[config.mk]
export PLATFORM = sky130hd
export DESIGN_NAME = ysyx_23060191_mem_arbiter
export DESIGN_NICKNAME = d
export VERILOG_FILES = /design/src/rtl/ysyx_23060191_mem_arbiter.sv
export SDC_FILE = /design/constraint.sdc
export NUM_CORES = 1
export LEC_CHECK = 0
export CAP_MARGIN = 15
export CORE_AREA = 2 2 108 110
export CTS_BUF_LIST = sky130_fd_sc_hd__clkbuf_4 sky130_fd_sc_hd__clkbuf_8
export DETAILED_ROUTE_END_ITERATION = 8
export DIE_AREA = 0 0 110 112
export PLACE_DENSITY = 0.66
export SLEW_MARGIN = 20
export SYNTH_ARGS = -nofsm -noshare
export SYNTH_HDL_FRONTEND = slang
export SYNTH_SLANG_ARGS = --single-unit
[constraint.sdc]
create_clock -name clk -period 1.6 [get_ports clk]
set_clock_uncertainty 0.1 [all_clocks]
set_input_delay 0.24 -clock clk [delete_from_list [all_inputs] [get_ports clk]]
set_output_delay 0.24 -clock clk [all_outputs]
set_load 0.005 [all_outputs]
[src/rtl/ysyx_23060191_mem_arbiter.sv]
// Two-master (IFU = m0, LSU = m1) arbiter sharing one SRAM-like slave port, one transaction at a time.
// Define ARB_ROUND_ROBIN_EN for round-robin on contention; otherwise the LSU has fixed priority.
module ysyx_23060191_mem_arbiter #(
  parameter int unsigned AW = 32,
  parameter int unsigned DW = 32
) (
  input  logic            clk,
  input  logic            rst,
  input  logic            m0_req_valid,
  output logic            m0_req_ready,
  input  logic [AW-1:0]   m0_addr,
  output logic            m0_resp_valid,
  input  logic            m0_resp_ready,
  output logic [DW-1:0]   m0_rdata,
  input  logic            m1_req_valid,
  output logic            m1_req_ready,
  input  logic [AW-1:0]   m1_addr,
  input  logic            m1_wen,
  input  logic [DW-1:0]   m1_wdata,
  input  logic [DW/8-1:0] m1_wmask,
  output logic            m1_resp_valid,
  input  logic            m1_resp_ready,
  output logic [DW-1:0]   m1_rdata,
  output logic            s_req_valid,
  input  logic            s_req_ready,
  output logic [AW-1:0]   s_addr,
  output logic            s_wen,
  output logic [DW-1:0]   s_wdata,
  output logic [DW/8-1:0] s_wmask,
  input  logic            s_resp_valid,
  output logic            s_resp_ready,
  input  logic [DW-1:0]   s_rdata
);

  localparam int unsigned MW = DW / 8;

  typedef enum logic [1:0] {
    IDLE = 2'd0,
    REQ  = 2'd1,
    RESP = 2'd2
  } state_e;

  state_e state_q, state_d;
  logic   gnt_q, gnt_d;
  logic   pick;
  logic   gnt_req_valid;
  logic   gnt_resp_ready;

`ifdef ARB_ROUND_ROBIN_EN
  logic last_gnt_q, last_gnt_d;

  // Contention goes to whoever was not served last; a lone requester always wins.
  always_comb begin
    pick = m1_req_valid;
    if (m0_req_valid && m1_req_valid) begin
      pick = ~last_gnt_q;
    end
  end
`else
  // LSU wins contention so the memory stage drains before the next fetch.
  always_comb begin
    pick = m1_req_valid;
  end
`endif

  assign gnt_req_valid  = gnt_q ? m1_req_valid  : m0_req_valid;
  assign gnt_resp_ready = gnt_q ? m1_resp_ready : m0_resp_ready;

  always_ff @(posedge clk or posedge rst) begin
    if (rst) begin
      state_q    <= IDLE;
      gnt_q      <= 1'b0;
`ifdef ARB_ROUND_ROBIN_EN
      last_gnt_q <= 1'b1;
`endif
    end else begin
      state_q    <= state_d;
      gnt_q      <= gnt_d;
`ifdef ARB_ROUND_ROBIN_EN
      last_gnt_q <= last_gnt_d;
`endif
    end
  end

  always_comb begin
    state_d       = state_q;
    gnt_d         = gnt_q;
`ifdef ARB_ROUND_ROBIN_EN
    last_gnt_d    = last_gnt_q;
`endif
    m0_req_ready  = 1'b0;
    m1_req_ready  = 1'b0;
    m0_resp_valid = 1'b0;
    m1_resp_valid = 1'b0;
    m0_rdata      = '0;
    m1_rdata      = '0;
    s_req_valid   = 1'b0;
    s_addr        = '0;
    s_wen         = 1'b0;
    s_wdata       = '0;
    s_wmask       = MW'(0);
    s_resp_ready  = 1'b0;

    unique case (state_q)
      IDLE: begin
        if (m0_req_valid || m1_req_valid) begin
          gnt_d   = pick;
          state_d = REQ;
        end
      end

      REQ: begin
        s_req_valid = gnt_req_valid;
        if (gnt_q) begin
          s_addr       = m1_addr;
          s_wen        = m1_wen;
          s_wdata      = m1_wdata;
          s_wmask      = m1_wmask;
          m1_req_ready = s_req_ready;
        end else begin
          s_addr       = m0_addr;
          m0_req_ready = s_req_ready;
        end
        // A granted master that withdraws its request abandons the slot.
        if (!gnt_req_valid) begin
          state_d = IDLE;
        end else if (s_req_ready) begin
          state_d = RESP;
        end
      end

      RESP: begin
        s_resp_ready = gnt_resp_ready;
        if (gnt_q) begin
          m1_resp_valid = s_resp_valid;
          m1_rdata      = s_rdata;
        end else begin
          m0_resp_valid = s_resp_valid;
          m0_rdata      = s_rdata;
        end
        if (s_resp_valid && gnt_resp_ready) begin
`ifdef ARB_ROUND_ROBIN_EN
          last_gnt_d = gnt_q;
`endif
          state_d = IDLE;
        end
      end

      default: begin
        state_d = IDLE;
      end
    endcase
  end

endmodule

# Word level (Yosys, flattened, before mapping)
# Index checks and enable logic that the tools add are counted.
totals:
  input_bits: 141
  regBits: 3
  out_inout_bits: 139
  elab_cells: 41
op_classes:
  muxes: 29
  n_eq_ne: 5
  reduce_logical: 5
ops:
  columns: ["cell", "n"]
  rows:
  - ["$mux 32", 8]
  - ["$mux 1", 14]
  - ["$mux 2", 4]
  - ["$mux 4", 2]
  - ["$pmux 2 s3", 1]
  - ["$ne 2x2->1 const B", 2]
  - ["$ne 3x3->1 const B", 1]
  - ["$reduce_and 3->1", 1]
  - ["$eq 2x1->1 const B", 1]
  - ["$eq 2x2->1 const B", 1]
  - ["$logic_not 2->1", 1]
  - ["$reduce_and 2->1", 1]
  - ["$logic_and 1x1->1", 1]
  - ["$logic_or 1x1->1", 1]

# Logic depth before layout (Yosys ltp)
# Gate-level depths: netlist (run 1).
depth:
  depth_word: 4
  mapped_depth: 5
  mapped_depth_nobuf: 3

# Least setup slack after synthesis (run 1)
# OpenSTA, ideal clock, no wires.
synth_timing:
  path_type: "reg-to-output"
  from: "register state_q[1]"
  to: "output port s_addr[10]"
  t_required_ns: 1.260
  path_slack_ns: 0.214
  stages_incl_launch_ff: 5
  arrival_ns: 1.046
  n_path_buf: 1
  cell_sequence: "dfrtp_1 > nand2b_4 > nor2_4 > buf_6 > a22o_1"
synth_via:
  elab_chain_cells: 2
synth_lines:
  columns: ["item", "line", "source"]
  rows:
  - ["start: declaration", "43", "state_e state_q, state_d;"]
  - ["start signal: assignment", "77", "state_q <= state_d;"]
  - ["$eq 2x1->1", "104", "unique case (state_q)"]
  - ["$mux 32", "104", null]
  - ["end: declaration", "26", "output logic [AW-1:0] s_addr,"]
# Every way passes these cells.

# Worst setup path after layout (run 1)
layout_timing:
  from: "register state_q[0]"
  to: "output port m0_rdata[22]"
layout_via:
  elab_chain_cells: 2
layout_lines:
  columns: ["item", "line", "source"]
  rows:
  - ["$eq 2x2->1", "104", null]
  - ["$mux 32", "104", null]
  - ["end: declaration", "14", "output logic [DW-1:0] m0_rdata,"]
# Every way passes these cells.

==> impl_metrics.ini, run 1 <==
[logic_synthesis]
yosys.area.top_type = and2_1
syn-num-nets = 318
synth_area_leaders = and2_1 (51%), a22o_1 (22%), buf_6 (6.1%)
yosys.area.top_type_share_pct = 50.7
synth-warning-count = 0
syn_area_per_cell_um2 = 7.32
synth_cell_types = 18
syn_area_um2 = 1290
ys_ff_latch = 3
ys_seq_area_share_pct = 5.80
synthCells = 177

[route]
antenna_left = 0
first_iter_violations = 93
first_pass_iters = 4
viasPerCell = 3.86
wire_per_inst_um = 16.0
wl_um = 10300
dr_total_vias = 2491
drc = 0

[clocking]
cts.path.max_buffers = 2
clk_latency_ns = 0.22
cts_tree = built
clock-sinks = 3
numCtsBuffers = 3
ctsHoldBuffers = 0
clk_pin_slew_ns = 0.03
root_buffer = clkbuf_8
htreeDepth = 1

[finish]
diodes = 0
fin_util_pct = 44.4
multi_input_area_um2 = 1180
fill_cells = 1148
flow.area_growth_from_synthesis_pct = 283
drive_gt1_share_pct = 35.9
final_common_cell = clkdlybuf4s50_1
register_area_um2 = 76.3
mostFrequentLayoutCells = clkdlybuf4s50_1 (205), and2_1 (72), buf_6 (57)
finalNetCount = 644

[floorplan]
rows = 39
die_h_um = 112
coreArea_um2 = 11200
chipWidth_um = 110
dieArea_um2 = 12300
io-pin-count = 280
initial_core_util_pct = 11.6

[pwr]
power.leakage_nw = 2.22
power.density_nw_per_um2 = 1270
power.total_mw = 6.31
ir_drop_mv = 0.662

[critical_path]
crit_buf_inv = 2
crit_type = register to output pin
slowest_delay_ns = 0.51
crit_start = state_q[0]
crit_slowest_cell = clkdlybuf4s50_1
arrival_ns = 1.79
worstPathRequired_ns = 1.26
path_delay_family = buffers and inverters
reg2reg_from = gnt_q
cp_max_fo = 33
crit_path_start_kind = register
end_kind = output pin
path_cells = nand2b_4, nor2_2, buf_12, and2_1, clkdlybuf4s50_1

[global_route]
first_global_vias = 2515
overflow = 0
grt_pass1_wl_um = 14000
grt_max_degree = 34
grt_usage_pct = 14.7
antenna_found_initial = 0

[sta]
final_max_slew_viol_count = 0
max_slew.worst_pin.slew_ns = 0.238
grt_setup_unrepaired = yes
fin_crit_ns = 2.13
fin_ws_ns = -0.528
worst_hold_slack_ns = 0.104
max_freq_mhz = 470
period_share_pct = 133
finalHoldViolations = 0
setup_violations = 139
maxSlewHeadroom_pct = 84.1

[placement]
hpwl_um = 7510
portBuffers = 279
place.gp.congestion = 0.804

[run_status]
failed_checks = setup timing
status = finished with violations

[job]
drv_cap = 0

[worst_hold_path]
hp-class = primary input to async pin
Yosys cell counts:
library cell,number
o2bb2ai_1,1
nor2_8,1
nor2_1,5
clkbuf_2,6
buf_6,7
nor2_2,2
nor2b_1,1
and2_1,105
a22o_1,33
dfrtp_1,3
o22a_1,1
inv_2,1
inv_1,1
nor2_4,1
nand2_1,1
buf_2,4
mux2i_1,2
nand2b_4,2
cells by family after synthesis:
kind of cell / Yosys count / synth area share [%]
AND/OR/NAND/NOR: 118 / 58.5
AO/OA/AOI/OAI: 35 / 23.7
buffers and inverters: 19 / 10.5
flip-flops: 3 / 5.80
multiplexers: 2 / 1.55
final cells by class:
type / count / share of cell area (%)
Sequential cell: 3 / 1.54
Multi-Input combinational cell: 155 / 23.9
Tap cell: 143 / 3.60
Clock buffer: 4 / 0.983
Timing Repair Buffer: 338 / 69.8
Inverter: 2 / 0.202
power breakdown:
part | total, mW | leakage (nW) | switching, mW | internal [mW]
registers | 0.168 | 0.0356 | 0.0516 | 0.116
logic | 5.90 | 2.16 | 1.99 | 3.91
clock network | 0.242 | 0.0262 | 0.0551 | 0.187
total | 6.31 | 2.22 | 2.10 | 4.22
worst paths after layout:
kind,endpoint,slack (ns),cells past startpoint
min in group clk,state_q[0],0.46,2
max in group asynchronous,gnt_q,1.16,2
worst min-delay path,state_q[1],0.10,2
worst max-delay path,m0_rdata[22],-0.53,5
worst min register to register,state_q[0],0.46,2
worst max register to register,state_q[0],0.22,5
state kept, by name (all words and copies together) (netlist names):
register / flops
gnt_q: 1
state_q: 2
worst reg2reg max path, stage by stage, from the launching register on:
cell,delay (ns)
dfrtp_2,0.44
buf_4,0.15
buf_4,0.15
mux2i_4,0.19
o22a_1,0.20
nor2_1,0.08
routing by layer:
layer	global-route usage, %	vias up	part of all wire, %
met4	2.28	0	0.28
met2	27.5	102	53
met1	17.5	1142	39
met5	0	-	0
met3	2.58	4	7.2
li1	-	1243	-
stage by stage:
stage | TNS, ns | cell area, µm² | instances | setup slack (ns)
after global routing | -61.31 | 4970 | 645 | -0.605
final | -51.84 | 4970 | 645 | -0.528
after CTS | -57.66 | 4700 | 631 | -0.542
after floorplan | 0 | 1290 | 177 | 0.214
after global placement | -35.60 | 4290 | 594 | -0.322
after detailed placement | -38.74 | 4290 | 594 | -0.356
what timing repair did:
| action | CTS | global route |
|---|---|---|
| setup endpoints to repair | 139 | 139 |
| gates resized for setup | 283 | 120 |
| cloned | 5 | 3 |
| pin swaps | 33 | 24 |
| setup buffers | 29 | 21 |
No activity file was read; power rests on OpenSTA's default activity.
==> run 2: changes to the inputs <==
--- a/config.mk
+++ b/config.mk
@@ -11,6 +11,7 @@
 export DETAILED_ROUTE_END_ITERATION = 8
 export DIE_AREA = 0 0 110 112
 export PLACE_DENSITY = 0.66
+export RECOVER_POWER = 25
 export SLEW_MARGIN = 20
 export SYNTH_ARGS = -nofsm -noshare
 export SYNTH_HDL_FRONTEND = slang
==> impl_metrics.ini, run 2 (synthesis gave the netlist of run 1 again) <==
[pwr]
power.leakage_nw = 2.22
power.total_mw = 6.31
ir_drop_mv = 0.662
power.density_nw_per_um2 = 1270

[critical_path]
reg2reg_slack_ns = 0.22
cp_max_fo = 33
reg2reg_from = gnt_q
crit_slowest_cell = clkdlybuf4s50_1
crit_path_start_kind = register
crit_type = register to output pin
worstPathRequired_ns = 1.26
ff2ff_path_depth = 5
end_kind = output pin
arrival_ns = 1.79
crit-reg2reg-capture = state_q[0]
path_cells = nand2b_4, nor2_2, buf_12, and2_1, clkdlybuf4s50_1
slowest_delay_ns = 0.51

[clocking]
cts_tree = built
root_buffer = clkbuf_8
clock-sinks = 3
clk_latency_ns = 0.22
numCtsBuffers = 3
ctsHoldBuffers = 0
htreeDepth = 1
clk_pin_slew_ns = 0.03
cts.path.max_buffers = 2

[sta]
maxSlewHeadroom_pct = 84.1
setup_violations = 139
finalSetupTns_ns = -51.84
finalHoldViolations = 0
fin_crit_ns = 2.13
max_freq_mhz = 470
max_slew.worst_pin.slew_ns = 0.238
worst_hold_slack_ns = 0.239
period_share_pct = 133
final_max_slew_viol_count = 0
grt_setup_unrepaired = yes
fin_ws_ns = -0.528

[route]
first_iter_violations = 93
dr_total_vias = 2491
wire_per_inst_um = 16.0
first_pass_iters = 4
wl_um = 10300
viasPerCell = 3.86
antenna_left = 0
drc = 0

[floorplan]
initial_core_util_pct = 11.6
io-pin-count = 280
coreArea_um2 = 11200
die_h_um = 112
rows = 39
chipWidth_um = 110
dieArea_um2 = 12300

[finish]
fin_util_pct = 44.4
drive_gt1_share_pct = 35.9
largest_register_ffs = 2
final_common_cell = clkdlybuf4s50_1
mostFrequentLayoutCells = clkdlybuf4s50_1 (204), and2_1 (72), buf_6 (57)
diodes = 0
top_register = state_q
largestRegisters = state_q: 2 flops, gnt_q: 1 flops
finalNetCount = 644
post-route-cell-area_um2 = 4970
flow.area_growth_from_synthesis_pct = 283
instances_no_fill = 645

[placement]
hpwl_um = 7510
portBuffers = 279
place.gp.congestion = 0.804
place_ws_ns = -0.356
placed_area_um2 = 4290
dp_cells = 594

[global_route]
antenna_found_initial = 0
overflow = 0
grt_pass1_wl_um = 14000
first_global_vias = 2515
grt_usage_pct = 14.7
grt_max_degree = 34

[run_status]
status = finished with violations
failed_checks = setup timing

[job]
drv_cap = 0

[worst_hold_path]
hp-class = primary input to async pin
==> run 2: changes by cell type in the layout (fill, tap and decap cells not counted), sizes merged <==
cell           change
dlygate4sd3        +1
clkdlybuf4s50      -1
==> run 2: power by group <==
part	internal, mW	switching (mW)
registers	0.116	0.0516
clock network	0.187	0.0551
logic	3.91	1.99
==> run 2: area by class of cell <==
type / instances / area (µm²)
Tap cell: 143 / 179
Inverter: 2 / 10.0
Clock buffer: 4 / 48.8
Timing Repair Buffer: 338 / 3470
Fill cell: 1148 / 6210
Sequential cell: 3 / 76.3
Multi-Input combinational cell: 155 / 1180
==> run 2: metal layers <==
layer / vias up / wire [µm] / track usage [%]
li1: 1243 / - / -
met1: 1142 / 4050 / 17.5
met2: 102 / 5480 / 27.5
met3: 4 / 744 / 2.58
met4: 0 / 29 / 2.28
met5: - / 0 / 0
==> run 2: worst max path at each step <==
stage / slack [ns] / start / endpoint
finish: -0.53 / state_q[0] / m0_rdata[22]
global route: -0.61 / state_q[0] / m1_rdata[5]
CTS: -0.54 / state_q[1] / s_wdata[6]
detailed placement: -0.36 / gnt_q / s_addr[31]
global placement: -0.32 / gnt_q / s_addr[0]
floorplan: 0.21 / state_q[1] / s_addr[10]
==> run 2: critical path: cells and delay by family, from the launching register on <==
| family | cells | cell delay [ns] |
|---|---|---|
| buffers and inverters | 2 | 0.68 |
| flip-flops | 1 | 0.41 |
| AND/OR/NAND/NOR | 3 | 0.46 |
==> run 2: what timing repair did <==
| item | CTS | global route |
|---|---|---|
| buffers inserted | 29 | 21 |
| pin swaps | 33 | 24 |
| endpoints found under the hold margin | 0 | 0 |
| gates resized for setup | 283 | 120 |
| setup endpoints to repair | 139 | 139 |
| gates cloned | 5 | 3 |
==> run 3: changes to the inputs <==
--- a/config.mk
+++ b/config.mk
@@ -7,12 +7,11 @@
 export LEC_CHECK = 0
 export CAP_MARGIN = 15
 export CORE_AREA = 2 2 108 110
-export CTS_BUF_LIST = sky130_fd_sc_hd__clkbuf_4 sky130_fd_sc_hd__clkbuf_8
+export CTS_BUF_LIST = sky130_fd_sc_hd__clkbuf_2 sky130_fd_sc_hd__clkbuf_4 sky130_fd_sc_hd__clkbuf_8
 export DETAILED_ROUTE_END_ITERATION = 8
 export DIE_AREA = 0 0 110 112
 export PLACE_DENSITY = 0.66
 export RECOVER_POWER = 25
-export SLEW_MARGIN = 20
 export SYNTH_ARGS = -nofsm -noshare
 export SYNTH_HDL_FRONTEND = slang
 export SYNTH_SLANG_ARGS = --single-unit
==> results of run 3 <==
No change in the layout: final DEF, timing and power equal those of run 2.
